File: src/rtl/note_hit_judge_if.sv
// Signal bundle between the note stream / pitch detector side and the hit judge.
// Valid semantics: played_note is only meaningful while played_valid is high;
// hit and miss are single-cycle pulses.
interface note_hit_judge_if;
  logic [25:0] tempo_in;
  logic [3:0]  target_note;
  logic        song_done;
  logic [3:0]  played_note;
  logic        played_valid;
  logic        hit;
  logic        miss;
  logic [15:0] score;
  logic [7:0]  streak;
  logic [7:0]  max_streak;
  logic [2:0]  multiplier;
  logic        judge_done;
  logic [2:0]  judge_state;

  modport master (
    output tempo_in, target_note, song_done, played_note, played_valid,
    input  hit, miss, score, streak, max_streak, multiplier, judge_done, judge_state
  );

  modport slave (
    input  tempo_in, target_note, song_done, played_note, played_valid,
    output hit, miss, score, streak, max_streak, multiplier, judge_done, judge_state
  );
endinterface

File: src/rtl/note_hit_judge.sv
// Judges the played pitch against the hit-line note once per regenerated beat and
// keeps score, streak, best streak and multiplier; freezes at end of song.
module note_hit_judge #(
  parameter logic [15:0] HOLD_CYCLES = 16'd50000,
  parameter logic [7:0]  POINTS      = 8'd10,
  parameter logic [7:0]  MULT_STEP   = 8'd8,
  parameter logic [2:0]  MAX_MULT    = 3'd4
) (
  input  logic             clk,
  input  logic             reset,
  note_hit_judge_if.slave  bus
);

  typedef enum logic [2:0] {
    S_IDLE   = 3'd0,
    S_LATCH  = 3'd1,
    S_LISTEN = 3'd2,
    S_JUDGED = 3'd3,
    S_DONE   = 3'd4
  } state_t;

  state_t      state, state_d;
  logic [25:0] beat_cnt;
  logic [25:0] period_m1;
  logic        beat;

  logic [3:0]  tgt, tgt_d;
  logic [15:0] hold_cnt, hold_d;
  logic [15:0] score, score_d;
  logic [7:0]  streak, streak_d;
  logic [7:0]  max_streak, max_d;
  logic [2:0]  multiplier, mult_d;
  logic        hit_c, miss_c;

  logic        match;
  logic [16:0] hold_inc;
  logic        hold_done;
  logic [10:0] award;
  logic [16:0] score_sum;
  logic [15:0] score_hit;
  logic [7:0]  streak_hit;
  logic [7:0]  max_hit;
  logic [8:0]  mult_raw;
  logic [2:0]  mult_hit;

  // A zero tempo behaves as a one-cycle period; >= lets a shrinking tempo end the period at once.
  assign period_m1 = (bus.tempo_in == 26'd0) ? 26'd0 : bus.tempo_in - 26'd1;
  assign beat      = (beat_cnt >= period_m1);

  always_ff @(posedge clk or posedge reset) begin
    if (reset) begin
      beat_cnt <= 26'd0;
    end else if (state != S_DONE) begin
      beat_cnt <= beat ? 26'd0 : beat_cnt + 26'd1;
    end
  end

  assign match     = bus.played_valid && (bus.played_note == tgt);
  assign hold_inc  = {1'b0, hold_cnt} + 17'd1;
  assign hold_done = match && (hold_inc >= {1'b0, HOLD_CYCLES});

  // Award uses the multiplier in force before this hit bumps the streak.
  assign award      = 11'(POINTS) * 11'(multiplier);
  assign score_sum  = {1'b0, score} + {6'd0, award};
  assign score_hit  = score_sum[16] ? 16'hFFFF : score_sum[15:0];
  assign streak_hit = (streak == 8'hFF) ? 8'hFF : streak + 8'd1;
  assign max_hit    = (streak_hit > max_streak) ? streak_hit : max_streak;
  assign mult_raw   = {1'b0, streak_hit / MULT_STEP} + 9'd1;
  assign mult_hit   = (mult_raw > {6'd0, MAX_MULT}) ? MAX_MULT : mult_raw[2:0];

  always_ff @(posedge clk or posedge reset) begin
    if (reset) begin
      state      <= S_IDLE;
      tgt        <= 4'd0;
      hold_cnt   <= 16'd0;
      score      <= 16'd0;
      streak     <= 8'd0;
      max_streak <= 8'd0;
      multiplier <= 3'd1;
    end else begin
      state      <= state_d;
      tgt        <= tgt_d;
      hold_cnt   <= hold_d;
      score      <= score_d;
      streak     <= streak_d;
      max_streak <= max_d;
      multiplier <= mult_d;
    end
  end

  always_comb begin
    state_d  = state;
    tgt_d    = tgt;
    hold_d   = hold_cnt;
    score_d  = score;
    streak_d = streak;
    max_d    = max_streak;
    mult_d   = multiplier;
    hit_c    = 1'b0;
    miss_c   = 1'b0;
    if (bus.song_done) begin
      state_d = S_DONE;
    end else begin
      case (state)
        S_IDLE: begin
          if (beat) state_d = S_LATCH;
        end
        S_LATCH: begin
          if (bus.target_note == 4'hF) begin
            state_d = S_DONE;
          end else begin
            tgt_d   = bus.target_note;
            hold_d  = 16'd0;
            // Rests are never judged, so they skip straight to waiting for the next beat.
            state_d = (bus.target_note == 4'd0) ? S_JUDGED : S_LISTEN;
          end
        end
        S_LISTEN: begin
          hold_d = match ? hold_inc[15:0] : 16'd0;
          if (hold_done) begin
            hit_c    = 1'b1;
            score_d  = score_hit;
            streak_d = streak_hit;
            max_d    = max_hit;
            mult_d   = mult_hit;
            state_d  = beat ? S_LATCH : S_JUDGED;
          end else if (beat) begin
            miss_c   = 1'b1;
            streak_d = 8'd0;
            mult_d   = 3'd1;
            state_d  = S_LATCH;
          end
        end
        S_JUDGED: begin
          if (beat) state_d = S_LATCH;
        end
        S_DONE: begin
          state_d = S_DONE;
        end
        default: begin
          state_d = S_IDLE;
        end
      endcase
    end
  end

  assign bus.hit         = hit_c;
  assign bus.miss        = miss_c;
  assign bus.score       = score;
  assign bus.streak      = streak;
  assign bus.max_streak  = max_streak;
  assign bus.multiplier  = multiplier;
  assign bus.judge_done  = (state == S_DONE);
  assign bus.judge_state = state;

endmodule

File: src/flat_wrapper.sv
// flat-port wrapper written by rule: the top's interface ports become plain ports
module note_hit_judge_flat 
#(
  parameter logic [15:0] HOLD_CYCLES = 16'd50000,
  parameter logic [7:0]  POINTS      = 8'd10,
  parameter logic [7:0]  MULT_STEP   = 8'd8,
  parameter logic [2:0]  MAX_MULT    = 3'd4
)
  (clk, reset, bus_tempo_in, bus_target_note, bus_song_done, bus_played_note, bus_played_valid, bus_hit, bus_miss, bus_score, bus_streak, bus_max_streak, bus_multiplier, bus_judge_done, bus_judge_state);
  note_hit_judge_if bus_i ();
  input  logic clk;
  input  logic reset;
  input wire logic [$bits(bus_i.tempo_in)-1:0] bus_tempo_in;
  input wire logic [$bits(bus_i.target_note)-1:0] bus_target_note;
  input wire logic [$bits(bus_i.song_done)-1:0] bus_song_done;
  input wire logic [$bits(bus_i.played_note)-1:0] bus_played_note;
  input wire logic [$bits(bus_i.played_valid)-1:0] bus_played_valid;
  output wire logic [$bits(bus_i.hit)-1:0] bus_hit;
  output wire logic [$bits(bus_i.miss)-1:0] bus_miss;
  output wire logic [$bits(bus_i.score)-1:0] bus_score;
  output wire logic [$bits(bus_i.streak)-1:0] bus_streak;
  output wire logic [$bits(bus_i.max_streak)-1:0] bus_max_streak;
  output wire logic [$bits(bus_i.multiplier)-1:0] bus_multiplier;
  output wire logic [$bits(bus_i.judge_done)-1:0] bus_judge_done;
  output wire logic [$bits(bus_i.judge_state)-1:0] bus_judge_state;
  assign bus_i.tempo_in = bus_tempo_in;
  assign bus_i.target_note = bus_target_note;
  assign bus_i.song_done = bus_song_done;
  assign bus_i.played_note = bus_played_note;
  assign bus_i.played_valid = bus_played_valid;
  assign bus_hit = bus_i.hit;
  assign bus_miss = bus_i.miss;
  assign bus_score = bus_i.score;
  assign bus_streak = bus_i.streak;
  assign bus_max_streak = bus_i.max_streak;
  assign bus_multiplier = bus_i.multiplier;
  assign bus_judge_done = bus_i.judge_done;
  assign bus_judge_state = bus_i.judge_state;
  note_hit_judge #(.HOLD_CYCLES(HOLD_CYCLES), .POINTS(POINTS), .MULT_STEP(MULT_STEP), .MAX_MULT(MAX_MULT)) u_core (.clk(clk), .reset(reset), .bus(bus_i));
endmodule
File: config.mk
export PLATFORM = sky130hd
export DESIGN_NAME = note_hit_judge_flat
export DESIGN_NICKNAME = d
export VERILOG_FILES = /design/src/rtl/note_hit_judge_if.sv /design/src/rtl/note_hit_judge.sv /design/src/flat_wrapper.sv
export SDC_FILE = /design/constraint.sdc
export NUM_CORES = 1
export LEC_CHECK = 0
export CORE_MARGIN = 2
export CORE_UTILIZATION = 55
export CTS_CLUSTER_DIAMETER = 40
export DETAILED_ROUTE_END_ITERATION = 16
export GPL_TIMING_DRIVEN = 0
export PLACE_DENSITY_LB_ADDON = 0.12
export REMOVE_ABC_BUFFERS = 1
export SYNTH_ARGS = -nofsm -noshare
export SYNTH_HDL_FRONTEND = slang
export SYNTH_SLANG_ARGS = --single-unit
File: constraint.sdc
create_clock -name clk -period 7.8 [get_ports clk]
set_input_delay 1.56 -clock clk [delete_from_list [all_inputs] [get_ports clk]]
set_output_delay 1.56 -clock clk [all_outputs]
set_load 0.02 [all_outputs]
Word-level counts from Yosys, hierarchy flattened --
Index checks and enable logic that the tools add are counted.
Cells by class: equal/unequal tests 9, bitwise gates (word level) 2, reductions and logical operators 13, magnitude comparators 4, $mul 1, add/sub/neg operators 6, mux-type cells 26
Operators by type and width (count):
- 26-bit 2-to-1 mux | 2
- 16-bit 2-to-1 mux | 3
- 16-bit one-hot mux with 2 select lines | 1
- 26-bit by 1-bit adder with 26-bit output, second input constant | 1
- 26-bit greater-or-equal comparator | 1
- 26-bit zero test | 1
- 26-bit by 1-bit subtractor with 26-bit output, second input constant | 1
- 8-bit 2-to-1 mux | 3
- 3-bit 2-to-1 mux | 7
- 16-bit by 1-bit adder with 17-bit output, second input constant | 1
- 16-bit by 7-bit adder with 17-bit output | 1
- 17-bit by 16-bit greater-or-equal comparator with 1-bit output, second input constant | 1
- 3-bit one-hot mux with 4 select lines | 1
- 3-bit AND reduction | 4
- 9-bit by 3-bit > comparator with 1-bit output, second input constant | 1
- 8-bit by 1-bit adder with 8-bit output, second input constant | 1
- 8-bit equality test, second input constant | 1
- 8-bit > comparator | 1
- 1-bit 2-to-1 mux | 8
- 5-bit by 1-bit adder with 6-bit output, second input constant | 1
- 3-bit by 2-bit equality test with 1-bit output, second input constant | 2
- 3-bit by 3-bit multiplier with 6-bit output, first input constant | 1
- 4-bit equality test | 1
- 4-bit equality test, second input constant | 1
- other kinds (12) | 15
Word-level totals: output and inout bits 41, bits of input ports 38, register bits 84

Logic depth before layout (Yosys ltp) --
depth after elaboration 7, gate-level depth with buffers 20, mapped depth without buffers 16

Worst setup path after synthesis --
Ideal clock, no wire load.
path kind input-to-output, start in bus_tempo_in[9], end out bus_miss, data arrival time 5.078 ns, stages 15, slack 1.162 ns, data required time 6.240 ns, cell sequence or4_4 nor3_2 nand2b_1 or4_4 or3_1 buf_2 and2_1 ha_1 nand4_1 nor4_1 nor2_1 o221ai_1 a21oi_1 clkbuf_1 nor3b_1
On the way: cells in the longest elaborated chain, start to end 7, elaborated cells between the ends (all ways) 8, classes of those cells add/sub (1); order compare (1); mux (5); reduce/logical (1)
RTL lines:
- start: declaration | line flat_wrapper.sv:13 | input wire logic [$bits(bus_i.tempo_in)-1:0] bus_tempo_in;
- 26-bit by 1-bit subtractor with 26-bit output / 26-bit zero test (equally long branches) | line note_hit_judge.sv:47 | assign period_m1 = (bus.tempo_in == 26'd0) ? 26'd0 : bus.tempo_in - 26'd1;
- 26-bit 2-to-1 mux * | line note_hit_judge.sv:47
- 26-bit greater-or-equal comparator * | line note_hit_judge.sv:48 | assign beat = (beat_cnt >= period_m1);
- 1-bit 2-to-1 mux * | line note_hit_judge.sv:127 | end else if (beat) begin
- 1-bit 2-to-1 mux * | line note_hit_judge.sv:120 | if (hold_done) begin
- 1-bit 2-to-1 mux * | line note_hit_judge.sv:104 | case (state)
- 1-bit 2-to-1 mux * | line note_hit_judge.sv:101 | if (bus.song_done) begin
- end: declaration | line flat_wrapper.sv:19 | output wire logic [$bits(bus_i.miss)-1:0] bus_miss;
Mark *: on every way between the ends. The rest lies on a longest branch, timed or not.

Worst setup path after layout --
Same ends and word-level chain as after synthesis.

==> out/metrics.yaml <==
synth:
  synthFlopType: "dfrtp_1"
  synth_area_sq_um: 5990
  ys_seq_elements: 84
  synth.distinct_cells: 64
  syn_inst: 671
  seq_area_frac_synth_pct: 35.1
  synth_largest_area_cell: "dfrtp_1"
  synth_edf_count: 0
  yosys-top-cells-area: "dfrtp_1, ha_1, xor2_1, nand2_1, nor2_1"
  yosysWarnings: 0
  async_flop_share_pct: 100
  synth_top_area_share_pct: 34.7
  ys_top_cells_by_count: "dfrtp_1, nand2_1, nor2_1"
  synth.most_common_cell: "dfrtp_1"
  synth_area_per_cell_sq_um: 8.93
power:
  p_switching_uw: 307
  p_seq_share_pct: 50.7
  p_per_area_nw_per_um2: 144
  pwr-share-clk_pct: 29.0
  p_comb_share_pct: 20.3
  ir_worst_vdd_uv: 82.1
  switching_share_pct: 30.0
  intPower_uw: 715
  p_leak_nw: 3.23
route:
  drt-initial-drc-count: 317
  wl_per_cell_microns: 15.4
  ant_nets: 0
  wl_microns: 13700
  first_pass_iters: 5
  drc_errors: 0
  vias: 5165
  via_per_inst: 5.84
clock_tree:
  tritoncts: "yes"
  htree_num_levels: 3
  numCtsBuffers: 9
  hold_buffers: 0
  insertion_delay_ps: 370
  cts-root-buf: "clkbuf_8"
  cts.clk_slew.worst_paths_ps: 80
  cts.sinks: 84
  clk_path_buf_depth: 2
sta:
  fmax_mhz: 137
  fin_tns_setup_ps: 0
  post-route-min-period_ps: 7280
  fin_ws_ps: 519
  relSlewSlack_pct: 33.1
  finalHoldViolCount: 0
  fin_crit_sh_pct: 93.3
  worst_pin_slew_ps: 997
  finalSetupViolations: 0
  hold-worst-slack_ps: 479
  fin_skew_ps: 11.7
  rsz0062_at_grt: "false"
  final_max_slew_viol_count: 0
floorplan:
  die_w_microns: 108
  start_util_pct: 55.8
  die_h_microns: 108
  ioPinCount: 79
  dieArea_sq_um: 11700
  core_area_sq_um: 10700
  row_count: 38
outcome:
  status: "finished, final reports clean"
setup_path:
  cp-start-kind: "input port"
  critPathMaxFanout: 24
  arrival_ps: 5720
  cpMostUsedCell: "or4_4"
  cp_slowest_cell: "or4_4"
  cp_slowest_stage_delay_ps: 590
  path_class: "input port to output port"
  cp-end-kind: "output port"
  cp_cell_sequence: "clkdlybuf4s50_1 -> or4_4 -> nor3_2 -> nand2b_1 -> or4_4 -> or3_4 -> and2_1 -> ha_1 -> nand4_1 -> nor4_1 -> nor2_1 -> o221ai_2 -> a21oi_4 -> nor3b_1 -> dlymetal6s2s_1"
  required_ps: 6240
grt:
  first_global_vias: 5013
  grt.total_usage_pct: 24.6
  grt_max_degree: 47
  grt_pass1_wl_microns: 23100
  grt_antenna_before_repair: 0
  overflow: 0
layout:
  layout-drive-gt1-share_pct: 6.17
  area_growth_pct: 18.4
  diodes: 0
  final_core_util_pct: 66.0
  nNetsFinal: 830
flow_run:
  maxCapViolCount: 0
placement:
  hpwl_microns: 9980
  gp_congestion: 0.877
  io_buffer_count: 78
  post-place-ws_ps: -826
hold_path:
  hold_class: "flop to flop"
[flip-flops by register name, summed over array words and instances, names as in the netlist]
register / count
u_core.bus.max_streak: 8
u_core.bus.multiplier: 3
u_core.bus.streak: 8
u_core.tgt: 4
u_core.bus.score: 16
u_core.beat_cnt: 26
u_core.bus.judge_state: 3
u_core.hold_cnt: 16
[placed cells by master (no fill, tap or decap), types with 3 or more instances in the layout]
cell | synthesis | routed
mux2_2 | 6 | 6
a21o_1 | 11 | 11
xnor2_1 | 18 | 18
clkbuf_8 | 0 | 9
a21oi_1 | 23 | 22
and2_1 | 5 | 5
or4_1 | 4 | 4
mux2_1 | 13 | 13
nor4_2 | 2 | 3
a22o_1 | 7 | 7
nor3b_1 | 5 | 4
mux2_4 | 3 | 3
o21ai_0 | 35 | 34
and4_1 | 3 | 3
o31ai_1 | 8 | 8
ha_1 | 49 | 49
nor2b_1 | 8 | 8
dfrtp_1 | 83 | 83
o41ai_1 | 3 | 3
nor3_2 | 2 | 3
a31oi_1 | 14 | 14
nand4_1 | 19 | 19
clkdlybuf4s50_1 | 0 | 77
mux2i_1 | 5 | 5
nor2_1 | 70 | 69
inv_1 | 26 | 25
and3_1 | 12 | 12
nor3_1 | 18 | 17
nor4_1 | 10 | 9
o211ai_1 | 3 | 3
o21a_1 | 5 | 5
nand2_1 | 70 | 70
nand2b_1 | 10 | 10
xor2_1 | 35 | 35
nand3_1 | 32 | 32
[final cells by class]
| cell class | count | area, sq um |
|---|---|---|
| Clock inverter | 3 | 40.0 |
| Clock buffer | 11 | 131 |
| Sequential cell | 84 | 2100 |
| Multi-Input combinational cell | 541 | 3730 |
| Tap cell | 140 | 175 |
| Fill cell | 924 | 3650 |
| Timing Repair Buffer | 80 | 818 |
| Inverter | 26 | 100 |
[cells by family after synthesis]
| logic type | synth area share [%] |
|---|---|
| DFF | 35.1 |
| and+or+nand+nor | 24.6 |
| AOI/OAI and AO/OA | 13.5 |
| xor gates and xnor gates | 7.75 |
| muxes | 5.16 |
| adders and majority gates | 10.6 |
| buffers and inverters | 3.38 |
[metrics by stage]
| step | cells | power (mW) | instance area, sq um |
|---|---|---|---|
| 6_report | 885 | 1.02 | 7090 |
| 5_1_grt | 885 | 1.08 | 7090 |
| 3_5_place_dp | 870 | 0.722 | 6870 |
| 3_3_place_gp | 869 | 0.706 | 6840 |
| 4_1_cts | 885 | 1.03 | 7080 |
| 2_1_floorplan | 651 | 0.647 | 5890 |
[layer usage]
| layer | vias to the layer above | track usage [%] | part of all wire (%) |
|---|---|---|---|
| met5 | - | 0 | 0 |
| met4 | 0 | 9.07 | 1.6 |
| met3 | 15 | 3.13 | 3.7 |
| met2 | 113 | 43.7 | 50 |
| met1 | 2477 | 30.7 | 45 |
| li1 | 2560 | - | - |
[repair_timing]
| item | in CTS | in global routing |
|---|---|---|
| gates cloned | 0 | 0 |
| setup buffers | 1 | 0 |
| pin swaps | 1 | 0 |
| resized for setup | 6 | 1 |
| endpoints found under the setup margin | 1 | 1 |
[power groups by stage]
stage	combinational (mW)	clock (mW)	sequential, mW
3_3_place_gp	0.183	0	0.524
2_1_floorplan	0.134	0	0.513
5_1_grt	0.237	0.320	0.524
6_report	0.208	0.296	0.518
4_1_cts	0.208	0.301	0.517
3_5_place_dp	0.196	0	0.526
[critical path, delay by kind of cell]
kind | cells | cell delay [ps]
simple gates | 10 | 2740
compound gates | 2 | 350
buf+inv | 2 | 770
fa+ha+maj | 1 | 290
[final timing paths]
| check | from | endpoint | slack [ps] | cells after the start |
|---|---|---|---|---|
| worst max register to register | u_core.tgt[2] | u_core.bus.max_streak[3] | 3680 | 6 |
| worst min register to register | u_core.bus.score[0] | u_core.bus.score[0] | 480 | 1 |
| min in group asynchronous | reset | u_core.bus.score[7] | 1570 | 2 |
| worst min-delay path | u_core.bus.score[0] | u_core.bus.score[0] | 480 | 1 |
| worst max-delay path | bus_tempo_in[9] | bus_miss | 520 | 15 |
| max in group asynchronous | reset | u_core.tgt[1] | 5630 | 3 |
(Power assumes the default switching activity.)
